===== src/rtl/bss_pkg.sv =====
// Shared types and defaults for the bit-serial subtractor.
package bss_pkg;
  localparam int BSS_WIDTH_DEFAULT = 4;

  typedef enum logic [1:0] {
    IDLE   = 2'd0,
    LOADED = 2'd1,
    SHIFT  = 2'd2,
    DONE   = 2'd3
  } bss_state_e;
endpackage


===== src/rtl/bss_full_subtractor.sv =====
// One-bit full subtractor cell: d = a - b - bin, bout = borrow out.
module bss_full_subtractor (
  input  logic a_i,
  input  logic b_i,
  input  logic bin_i,
  output logic d_o,
  output logic bout_o
);
  assign d_o    = a_i ^ b_i ^ bin_i;
  assign bout_o = (~a_i & b_i) | (~(a_i ^ b_i) & bin_i);
endmodule


===== src/rtl/bit_serial_subtractor.sv =====
// LSB-first serial subtractor computing A-B over WIDTH clocks.
// Optional macro BIT_SERIAL_SUB_SAT_EN: a borrowing result is presented as 0.
//
// state  | meaning
// IDLE   | no operands captured
// LOADED | operands captured, waiting for start
// SHIFT  | one bit processed per clock
// DONE   | diff/borrow/done held until next load
module bit_serial_subtractor
  import bss_pkg::*;
#(
  parameter int WIDTH = BSS_WIDTH_DEFAULT
) (
  input  logic             clk,
  input  logic             rst_n,
  input  logic             load,
  input  logic             start,
  input  logic [WIDTH-1:0] A,
  input  logic [WIDTH-1:0] B,
  output logic [WIDTH-1:0] diff,
  output logic             borrow,
  output logic             done
);
  localparam int CNT_W = $clog2(WIDTH);
  localparam logic [CNT_W-1:0] CNT_LAST = CNT_W'(WIDTH - 1);

  bss_state_e       state_q;
  logic [CNT_W-1:0] cnt_q;
  logic [WIDTH-1:0] a_q, b_q, res_q, diff_q;
  logic             br_q, borrow_q, done_q;

  logic             fs_d, fs_bout;
  logic [WIDTH-1:0] res_d, final_diff;

  bss_full_subtractor u_cell (
    .a_i   (a_q[0]),
    .b_i   (b_q[0]),
    .bin_i (br_q),
    .d_o   (fs_d),
    .bout_o(fs_bout)
  );

  assign res_d = {fs_d, res_q[WIDTH-1:1]};

`ifdef BIT_SERIAL_SUB_SAT_EN
  assign final_diff = fs_bout ? '0 : res_d;
`else
  assign final_diff = res_d;
`endif

  always_ff @(posedge clk or negedge rst_n) begin
    if (!rst_n) begin
      state_q  <= IDLE;
      cnt_q    <= '0;
      a_q      <= '0;
      b_q      <= '0;
      res_q    <= '0;
      br_q     <= 1'b0;
      diff_q   <= '0;
      borrow_q <= 1'b0;
      done_q   <= 1'b0;
    end else begin
      case (state_q)
        IDLE, DONE: begin
          if (load) begin
            a_q      <= A;
            b_q      <= B;
            br_q     <= 1'b0;
            res_q    <= '0;
            diff_q   <= '0;
            borrow_q <= 1'b0;
            done_q   <= 1'b0;
            state_q  <= LOADED;
          end
        end
        LOADED: begin
          if (load) begin
            a_q <= A;
            b_q <= B;
          end else if (start) begin
            cnt_q   <= '0;
            br_q    <= 1'b0;
            res_q   <= '0;
            state_q <= SHIFT;
          end
        end
        SHIFT: begin
          a_q   <= a_q >> 1;
          b_q   <= b_q >> 1;
          br_q  <= fs_bout;
          res_q <= res_d;
          if (cnt_q == CNT_LAST) begin
            diff_q   <= final_diff;
            borrow_q <= fs_bout;
            done_q   <= 1'b1;
            state_q  <= DONE;
          end else begin
            cnt_q <= cnt_q + CNT_W'(1);
          end
        end
        default: state_q <= IDLE;
      endcase
    end
  end

  assign diff   = diff_q;
  assign borrow = borrow_q;
  assign done   = done_q;
endmodule


===== config.mk =====
export PLATFORM = sky130hd
export DESIGN_NAME = bit_serial_subtractor
export DESIGN_NICKNAME = d
export VERILOG_FILES = /design/src/rtl/bss_pkg.sv /design/src/rtl/bss_full_subtractor.sv /design/src/rtl/bit_serial_subtractor.sv
export SDC_FILE = /design/constraint.sdc
export NUM_CORES = 1
export LEC_CHECK = 0
export CAP_MARGIN = 10
export CELL_PAD_IN_SITES_DETAIL_PLACEMENT = 0
export CELL_PAD_IN_SITES_GLOBAL_PLACEMENT = 1
export CORE_ASPECT_RATIO = 1.75
export CORE_MARGIN = 2
export CORE_UTILIZATION = 45
export CTS_CLUSTER_DIAMETER = 120
export DETAILED_ROUTE_END_ITERATION = 12
export GPL_ROUTABILITY_DRIVEN = 0
export PLACE_DENSITY_LB_ADDON = 0.1
export SYNTH_ARGS = -nofsm -noshare
export SYNTH_HDL_FRONTEND = slang
export SYNTH_SLANG_ARGS = --single-unit

===== constraint.sdc =====
create_clock -name clk -period 2.5 [get_ports clk]
set_input_delay 0.5 -clock clk [delete_from_list [all_inputs] [get_ports clk]]
set_output_delay 0.5 -clock clk [all_outputs]
set_load 0.03 [all_outputs]

# Word level (Yosys, flattened, before mapping)
# Cells that the tools add are included.
# op_classes
addsub	1
mul	0
div_mod_pow	0
n_lt_le_gt_ge	0
eq_ne	10
n_shift	0
muxes	27
bitwise	7
n_reduce_logical	9
# op_table
operator	n
4-bit 2-to-1 mux	6
4-bit case mux with 2 select lines	3
2-bit 2-to-1 mux	7
4-bit case mux with 3 select lines	1
2-bit != test, second input constant	5
4-bit AND reduction	2
2-bit equality test, second input constant	3
2-bit case mux with 3 select lines	1
3-bit AND reduction	2
1-bit 2-to-1 mux	5
1-bit case mux with 2 select lines	2
2-bit case mux with 2 select lines	1
2-bit nonzero test	2
1-bit case mux with 3 select lines	1
3-bit OR reduction	1
2-bit by 1-bit adder with 2-bit output, second input constant	1
1-bit bitwise AND	2
2-bit by 1-bit equality test with 1-bit output, second input constant	1
2-bit zero test	1
2-bit by 1-bit != test with 1-bit output, second input constant	1
1-bit NOT	2
2-bit OR reduction	1
1-bit XOR	2
1-bit OR	1
# totals
regBits	23
latchBits	0
mem_bits_rw	0
mem_bits_ro	0
out_inout_bits	6
elab_cells	63
memories	0

# Longest topological paths before layout
# Gate-level depths: netlist of run 1.
# depth
ltp_word	6
ltp_mapped	6
depth_no_buf	5

# Cells and area by module
# A second synthesis of run 1 with hierarchy kept.
# unflattened
hier_cells	95
area_unflattened_um2	1119.8
# modules_own_cells
mod	n_inst	cells_per_inst	area_each_um2	seq_area_each_um2
bit_serial_subtractor	1	91	1088.5	550.5
bss_full_subtractor	1	4	31.3	0.0

# Worst setup path after synthesis of run 1
# No wires, ideal clock.
# synth_path
kind	register -> register
start	reg state_q[0]
end	reg borrow_q (netlist: borrow)
arrival_time_ps	1439
required_ps	2375
slack_ps	936
path_stages_with_launch	6
n_path_buf	0
synth_period_minus_slack_ps	1564
cell_sequence	dfrtp_1 -> inv_1 -> ha_1 -> and2b_4 -> nor2_4 -> mux2_4
# synth_via
elab_chain_len	4
elab_cells_between_ends	9
cone_classes	eq/ne: 4; mux: 1; reduce/logical: 4
# synth_lines
item	line	rtl
start: declaration	bit_serial_subtractor.sv:27	bss_state_e state_q;
start signal: assignment	bit_serial_subtractor.sv:53	state_q <= IDLE;
start signal: assignment	bit_serial_subtractor.sv:73	state_q <= LOADED;
start signal: assignment	bit_serial_subtractor.sv:84	state_q <= SHIFT;
2-bit equality test / 2-bit zero test (equally long branches)	bit_serial_subtractor.sv:63	case (state_q)
2-bit OR reduction	bit_serial_subtractor.sv:63	
2-bit != test (no source line) / 2-bit nonzero test (equally long branches)	-	
3-bit AND reduction (no source line)	-	
end signal: assignment	bit_serial_subtractor.sv:94	borrow_q <= fs_bout;
end: declaration	bit_serial_subtractor.sv:30	logic br_q, borrow_q, done_q;
# Parallel ways exist; a longest one is shown, timed or not.
# A chain may end at the register's enable or synchronous reset.

# Final worst setup path of run 1
# layout_path
start	reg diff_q[3] (netlist: diff[3])
end	out diff[3]
# layout_lines
item	line	rtl
start: declaration	bit_serial_subtractor.sv:29	logic [WIDTH-1:0] a_q, b_q, res_q, diff_q;
start signal: assignment	bit_serial_subtractor.sv:93	diff_q <= final_diff;
end: declaration	bit_serial_subtractor.sv:20	output logic [WIDTH-1:0] diff,
# No word-level cell between the ends.

==> results.cfg, run 1 <==
[synthesis]
netlist_instances = 95
synth_area_per_cell_um2 = 12.0
synth_top_area_share_pct = 48.2
yosysSeqAreaShare_pct = 48.2
synthTopCellsByArea = dfrtp_1, mux2i_1, mux2_4
netlist_area_um2 = 1140
ys_warn_count = 0
yosys.area.top_type = dfrtp_1
yosys_most_used_dff = dfrtp_1
synthesis.nets = 113
yosysUniqueCellTypes = 26
async_flop_share_pct = 100
synth-edff-count = 0
ys_seq_elements = 22

[power_and_ir_drop]
p_leak_nw = 0.673
ir_drop_v = 0.000698
p_per_area_nw_per_um2 = 1120

[sta]
fin_tns_setup_ns = 0
holdWs_ns = 0.486
fin_skew_ns = 0.00329
hold_viol = 0
rsz0062_at_grt = false
slew_headroom_pct = 58.5
worst_pin_slew_ns = 0.622
max_freq_ghz = 0.555
final.period_utilization_pct = 72.1
slew_violations = 0
setup_violations = 0
period_needed_ns = 1.80

[cts]
cts_tree = done
postCtsSetupBuffers = 0
root_buffer = clkbuf_8
htree_levels = 1
cts_buffer_depth = 2
clkTransAtPathRegs_ns = 0.08
clkLatencyLatePin_ns = 0.26
cts_sinks = 22
cts_buffers = 3
ctsResizeCount = 0
postCtsHoldBufs = 0

[grt]
antenna_found_initial = 0
overflow = 0
grt_max_degree = 23
grt_pass1_wl_um = 3560
first_global_vias = 774
grt_use_total_pct = 15.3

[floorplan]
die_area_um2 = 2970
pin_count = 18
num_rows = 24
die_h_um = 70.7
die_w_um = 42.1
core_um2 = 2460
start_util_pct = 46.4

[min_path]
min_from = res_q[3]$_DFFE_PN0P_
hp-class = register to register

[drt]
wl_per_cell_um = 14.2
drtPass1Iterations = 2
drcViolationCount = 0
via_count = 755
wl_met1_um = 825
top_layer = met4
dr_wl_met2_um = 1080
wl_um = 2010
detail-route-antenna-nets = 0
wl_met3_um = 77
drt-initial-drc-count = 8
vias_per_cell = 5.35

[critical_path]
path_buf_inv = 1
critPathKind = register to output pin
crit_required_ns = 2.00
slowest_delay_ns = 0.67
critPathLaunch = diff[3]$_DFFE_PN0P_
reg2reg_slack_ns = 0.71
cp-end-kind = output pin
critPathLaunchType = register
crit_family = buffers and inverters
r2r_start = state_q[0]$_DFFE_PN0P_
critical_path.slowest_cell = clkdlybuf4s50_1
critPathArrivalTime_ns = 1.30
worstPathMaxFanout = 2
cp_cell_sequence = clkdlybuf4s50_1

[job]
maxCapViolations = 0

[final_layout]
syn_to_final_growth_pct = 23.9
drive_gt1_share_pct = 13.9
n_fill_cell = 228
multi_input_area_um2 = 557
seq_area_um2 = 551
design_area_um2 = 1420
num_antenna_cells = 0
final_nets = 134

[place]
portBuffers = 17
place_area_um2 = 1340
dp_hpwl_um = 1550

[status]
status = completed
## placed cells by master, fill, tap and decap left out
cell type / instances
a211oi_2: 1
ha_1: 5
bufinv_16: 1
nand2b_4: 1
nor2_4: 1
mux2i_1: 10
clkbuf_8: 3
mux2_4: 5
dfrtp_1: 22
nor4b_1: 1
and2b_4: 1
o21ai_0: 7
o21ai_1: 1
nor2_1: 5
nor2b_1: 2
nand2b_1: 1
fa_1: 1
a21oi_4: 1
inv_1: 5
and4b_1: 1
clkdlybuf4s50_1: 17
buf_4: 2
and2_1: 4
mux2_1: 5
nand2_1: 9
nand4_1: 1
o32ai_1: 2
## layout make-up
class | instances | share of cell area, %
repair buffers | 19 | 13.1
inverters | 5 | 1.33
clock inverters | 1 | 2.12
clock buffers | 3 | 2.92
well taps | 26 | 2.30
flip-flops and latches | 22 | 38.9
multi-input cells | 65 | 39.3
## per-stage QoR
stage / std cells / power, W / util (%) / worst slack (ns)
after floorplan: 95 / 0.00109 / - / 0.936
after CTS: 141 / 0.00161 / 57.5 / 0.686
after global routing: 141 / 0.00170 / 57.5 / 0.539
final: 141 / 0.00159 / 57.5 / 0.698
after detailed placement: 137 / 0.00128 / 54.6 / 0.553
after global placement: 137 / 0.00126 / 54.6 / 0.552
## cells in the mapped netlist, types with 2 or more instances
| master | instances |
|---|---|
| inv_1 | 5 |
| mux2_1 | 5 |
| ha_1 | 5 |
| dfrtp_1 | 22 |
| nand2_1 | 9 |
| and2_1 | 4 |
| nor2b_1 | 2 |
| o32ai_1 | 2 |
| mux2i_1 | 10 |
| o21ai_0 | 7 |
| nor2_1 | 5 |
| mux2_4 | 5 |
## layer usage
layer	vias up	GRT usage, %
met1	375	17.1
met3	2	2.81
met5	-	0
met2	14	28.3
li1	364	-
met4	0	5.21
## logic make-up (layout without fill, tap and decap cells)
| group | count (synthesis) | in the layout | synth area share, % |
|---|---|---|---|
| AND/OR/NAND/NOR | 27 | 27 | 13.7 |
| flip-flops | 22 | 22 | 48.2 |
| multiplexers | 20 | 20 | 20.3 |
| AO/OA/AOI/OAI | 12 | 12 | 7.56 |
| buffers and inverters | 8 | 28 | 3.07 |
| adder cells (fa/ha/maj) | 6 | 6 | 7.23 |
## power breakdown
part	internal, W	switching, W
Combinational	0.000327	0.000377
Sequential	0.000484	0.0000747
Clock	0.000214	0.000115
## flip-flops by register name (all words and copies together), names as in the netlist
| name | flops |
|---|---|
| done | 1 |
| diff | 4 |
| res_q | 3 |
| b_q | 4 |
| a_q | 4 |
| cnt_q | 2 |
| borrow | 1 |
| br_q | 1 |
| state_q | 2 |
## worst paths after layout
path                                     endpoint  cells after the start
max                                       diff[3]                      1
min                          res_q[3]$_DFFE_PN0P_                      1
max reg2reg                state_q[0]$_DFFE_PN0P_                      5
min reg2reg                  res_q[3]$_DFFE_PN0P_                      1
max in group asynchronous  state_q[1]$_DFFE_PN0P_                      2
min in group asynchronous     diff[2]$_DFFE_PN0P_                      2
No activity file was read; power rests on OpenSTA's default activity.
==> run 2, diff against run 1 <==
--- a/config.mk
+++ b/config.mk
@@ -10,7 +10,7 @@
 export CELL_PAD_IN_SITES_GLOBAL_PLACEMENT = 1
 export CORE_ASPECT_RATIO = 1.75
 export CORE_MARGIN = 2
-export CORE_UTILIZATION = 45
+export CORE_UTILIZATION = 41
 export CTS_CLUSTER_DIAMETER = 120
 export DETAILED_ROUTE_END_ITERATION = 12
 export GPL_ROUTABILITY_DRIVEN = 0
==> constraint.sdc (replaced) <==
create_clock -name clk -period 1.8 [get_ports clk]
set_input_delay 0.36 -clock clk [delete_from_list [all_inputs] [get_ports clk]]
set_output_delay 0.36 -clock clk [all_outputs]
set_load 0.03 [all_outputs]
==> results.cfg, run 2 (synthesis gave the netlist of run 1 again) <==
[drt]
via_count = 793
drtPass1Iterations = 2
wl_um = 2090
vias_per_cell = 5.47
drt-initial-drc-count = 9
wl_per_cell_um = 14.4
drcViolationCount = 0
detail-route-antenna-nets = 0

[critical_path]
crit_required_ns = 1.96
critPathLaunchType = register
critPathKind = register to register
reg2reg_slack_ns = 0.08
cp_cell_sequence = inv_1, ha_1, and2b_4, nor2_4, mux2_4
cp-end-kind = register
critPathArrivalTime_ns = 1.87
critical_path.slowest_cell = dfrtp_1
worstPathMaxFanout = 5
slowest_delay_ns = 0.38

[sta]
worst_pin_slew_ns = 0.304
fin_tns_setup_ns = 0
slew_violations = 0
final.period_utilization_pct = 95.3
fin_skew_ns = 0.00829
slew_headroom_pct = 79.7
max_freq_ghz = 0.583
period_needed_ns = 1.72
setup_violations = 0
hold_viol = 0
rsz0062_at_grt = false

[final_layout]
final_core_util_pct = 53.6
layout_common_cells = dfrtp_1, clkdlybuf4s50_1, mux2i_1, nand2_1, o21ai_0
syn_to_final_growth_pct = 26.3
mostFrequentLayoutCell = dfrtp_1
drive_gt1_share_pct = 16.9
num_antenna_cells = 0
final_nets = 137
n_fill_cell = 248

[cts]
clkTransAtPathRegs_ns = 0.08
cts_sinks = 22
cts_buffer_depth = 2
htree_levels = 1
root_buffer = clkbuf_8
clkLatencyLatePin_ns = 0.27
postCtsSetupBuffers = 0
cts_buffers = 3
cts_tree = done

[floorplan]
core_um2 = 2690
die_h_um = 73.8
die_area_um2 = 3240
num_rows = 25
pin_count = 18
start_util_pct = 42.5
die_w_um = 43.9

[grt]
use_met2_pct = 27.8
first_global_vias = 834
grt_pass1_wl_um = 3550
antenna_found_initial = 0
use_met1_pct = 15.6
busiest_layer = met2
grt_max_degree = 23
overflow = 0
met3_usage_pct = 2.21
grt_use_total_pct = 15.1

[min_path]
hp-class = input port to asynchronous set/reset pin

[power_and_ir_drop]
p_per_area_nw_per_um2 = 1590
p_leak_nw = 0.690
ir_drop_v = 0.000825

[status]
status = completed

[job]
maxCapViolations = 0

[place]
portBuffers = 17
dp_hpwl_um = 1600
## run 2: cell count changes in the layout (fill, tap and decap cells not counted), sizes merged
cell / before / now
buf: 2 / 5
## run 2: layout make-up
| class | count | area (um2) | area share, % |
|---|---|---|---|
| Multi-Input combinational cell | 65 | 561 | 38.9 |
| Clock inverter | 1 | 30.0 | 2.08 |
| Inverter | 5 | 18.8 | 1.30 |
| Tap cell | 27 | 33.8 | 2.34 |
| Clock buffer | 3 | 41.3 | 2.86 |
| Sequential cell | 22 | 551 | 38.2 |
| Timing Repair Buffer | 22 | 208 | 14.4 |
## run 2: layer usage
metal	routed length [um]	part of all wire [%]	up-vias
li1	-	-	373
met1	792	38	399
met2	1180	56	16
met3	77	3.7	5
met4	42	2.0	0
met5	0	0	-
## run 2: final timing paths
check | depth (start not counted) | endpoint | startpoint
min in group clk | 1 | res_q[2]$_DFFE_PN0P_ | res_q[2]$_DFFE_PN0P_
max in group asynchronous | 2 | state_q[0]$_DFFE_PN0P_ | rst_n
min | 2 | diff[2]$_DFFE_PN0P_ | rst_n
max reg2reg | 5 | done$_DFFE_PN0P_ | state_q[0]$_DFFE_PN0P_
max | 5 | done$_DFFE_PN0P_ | state_q[0]$_DFFE_PN0P_
min reg2reg | 1 | res_q[2]$_DFFE_PN0P_ | res_q[2]$_DFFE_PN0P_
## run 2: power by group
part	total, W	switching [W]	internal, W
sequential	0.000775	0.000103	0.000672
clock	0.000463	0.000166	0.000297
combinational	0.00106	0.000553	0.000505
## run 2: worst max-delay path, delay by kind of cell, from the launching register on
family	cells	cell delay, ns
adder cells (fa/ha/maj)	1	0.36
flip-flops	1	0.38
multiplexers	1	0.33
AND/OR/NAND/NOR	2	0.45
buffers and inverters	1	0.08
## run 2: metrics by stage
| step | hold WS [ns] | setup WS, ns | cell area [um2] | total power (W) | instances |
|---|---|---|---|---|---|
| final | 0.432 | 0.0850 | 1440 | 0.00230 | 145 |
| after global routing | 0.473 | 0.0119 | 1440 | 0.00246 | 145 |
| after detailed placement | 0.467 | 0.0384 | 1370 | 0.00184 | 141 |
| after floorplan | 0.0644 | 0.236 | 1140 | 0.00152 | 95 |
| after global placement | 0.463 | 0.0443 | 1370 | 0.00182 | 141 |
| after CTS | 0.446 | 0.0701 | 1440 | 0.00231 | 145 |
## run 2: what timing repair did
action	CTS	global route
setup endpoints to repair	0	5
gates resized for setup	0	1
hold buffers	0	0
==> run 3, diff against run 2 <==
--- a/config.mk
+++ b/config.mk
@@ -9,7 +9,7 @@
 export CELL_PAD_IN_SITES_DETAIL_PLACEMENT = 0
 export CELL_PAD_IN_SITES_GLOBAL_PLACEMENT = 1
 export CORE_ASPECT_RATIO = 1.75
-export CORE_MARGIN = 2
+export CORE_MARGIN = 4
 export CORE_UTILIZATION = 41
 export CTS_CLUSTER_DIAMETER = 120
 export DETAILED_ROUTE_END_ITERATION = 12
==> results.cfg, run 3 (synthesis gave the netlist of run 1 again) <==
[final_layout]
layout_common_cells = dfrtp_1, clkdlybuf4s50_1, mux2i_1, nand2_1, o21ai_0
drive_gt1_share_pct = 16.9
syn_to_final_growth_pct = 26.3
num_antenna_cells = 0
final_core_util_pct = 53.6
mostFrequentLayoutCell = dfrtp_1
final_nets = 137
n_fill_cell = 249

[critical_path]
worstPathMaxFanout = 5
r2r_cells = 5
critPathLaunchType = register
reg2reg_slack_ns = 0.08
cp-end-kind = register
r2r_end = done$_DFFE_PN0P_
r2r_start = state_q[0]$_DFFE_PN0P_
critPathKind = register to register
critPathArrivalTime_ns = 1.87
crit_required_ns = 1.95

[min_path]
hp-class = input port to asynchronous set/reset pin

[grt]
grt_use_total_pct = 13.9
grt_pass1_wl_um = 3710
grt_max_degree = 23
overflow = 0
antenna_found_initial = 0
first_global_vias = 838

[drt]
drtPass1Iterations = 2
drcViolationCount = 0
drt-initial-drc-count = 18
via_count = 784
detail-route-antenna-nets = 0
vias_per_cell = 5.41
wl_per_cell_um = 14.4
wl_um = 2080

[cts]
root_buffer = clkbuf_8
cts_buffers = 3
clkLatencyLatePin_ns = 0.26
cts_sinks = 22
cts_buffer_depth = 2
htree_levels = 1
clkTransAtPathRegs_ns = 0.08
postCtsSetupBuffers = 0
cts_tree = done

[power_and_ir_drop]
clkPwrFrac_pct = 20.1
power.share.combinational_pct = 45.9
ir_drop_v = 0.000855
p_per_area_nw_per_um2 = 1580
internal-power_w = 0.00147
swShare_pct = 35.4
p_seq_share_pct = 34.1
p_sw_w = 0.000809
p_leak_nw = 0.690

[place]
dp_hpwl_um = 1630
portBuffers = 17

[floorplan]
die_area_um2 = 3730
start_util_pct = 42.5
pin_count = 18
die_w_um = 47.9
num_rows = 25
core_um2 = 2690
die_h_um = 77.8

[sta]
worst_pin_slew_ns = 0.306
max_freq_ghz = 0.582
slew_violations = 0
period_needed_ns = 1.72
fin_skew_ns = 0.00561
hold_viol = 0
fin_tns_setup_ns = 0
setup_violations = 0
final.period_utilization_pct = 95.4
slew_headroom_pct = 79.5
rsz0062_at_grt = false

[job]
maxCapViolations = 0

[status]
status = completed
run 3: cell counts in the layout (fill, tap and decap cells not counted):
No cell type changed its count.
run 3: per-layer routing:
layer,GRT usage [%],vias up,routed length [um]
li1,-,372,-
met1,14.6,391,772
met2,24.4,16,1180
met3,2.55,5,87
met4,6.47,0,46
met5,0,-,0
run 3: power by group through the flow:
| stage | registers (W) | clock network (W) | logic [W] |
|---|---|---|---|
| after global placement | 0.000781 | 0 | 0.00104 |
| after detailed placement | 0.000790 | 0 | 0.00104 |
| after global routing | 0.000804 | 0.000492 | 0.00118 |
| after CTS | 0.000780 | 0.000472 | 0.00105 |
| after floorplan | 0.000828 | 0 | 0.000687 |
| final | 0.000777 | 0.000458 | 0.00105 |
run 3: layout make-up:
cell class	count	area (um2)	area share, %
multi-input cells	65	561	38.9
flip-flops and latches	22	551	38.2
repair buffers	22	208	14.4
clock buffers	3	41.3	2.86
well taps	27	33.8	2.34
clock inverters	1	30.0	2.08
inverters	5	18.8	1.30
run 3: critical path, stage by stage, from the launching register on:
cell,delay (ns)
dfrtp_1,0.38
inv_1,0.09
ha_1,0.37
and2b_4,0.23
nor2_4,0.22
mux2_4,0.33
run 3: worst max path at each step:
stage                          end  cells after the start                   start
4_1_cts           done$_DFFE_PN0P_                      5  state_q[0]$_DFFE_PN0P_
3_5_place_dp      done$_DFFE_PN0P_                      4                    load
3_3_place_gp      done$_DFFE_PN0P_                      4                    load
2_1_floorplan   borrow$_DFFE_PN0P_                      5  state_q[0]$_DFFE_PN0P_
6_report          done$_DFFE_PN0P_                      5  state_q[0]$_DFFE_PN0P_
5_1_grt        diff[3]$_DFFE_PN0P_                      5  state_q[0]$_DFFE_PN0P_
run 3: stage by stage:
step | instance area (um2) | setup slack, ns | hold WS, ns | total power [W] | std cells
after global placement | 1370 | 0.0428 | 0.463 | 0.00182 | 141
after detailed placement | 1370 | 0.0465 | 0.472 | 0.00183 | 141
after global routing | 1440 | 0.0205 | 0.467 | 0.00247 | 145
after CTS | 1440 | 0.0850 | 0.450 | 0.00230 | 145
final | 1440 | 0.0828 | 0.441 | 0.00228 | 145
after floorplan | 1140 | 0.236 | 0.0644 | 0.00152 | 95
run 3: what timing repair did:
item / in CTS / in global routing
hold buffers: 0 / 0
endpoints found under the setup margin: 0 / 4
resized for setup: 0 / 1
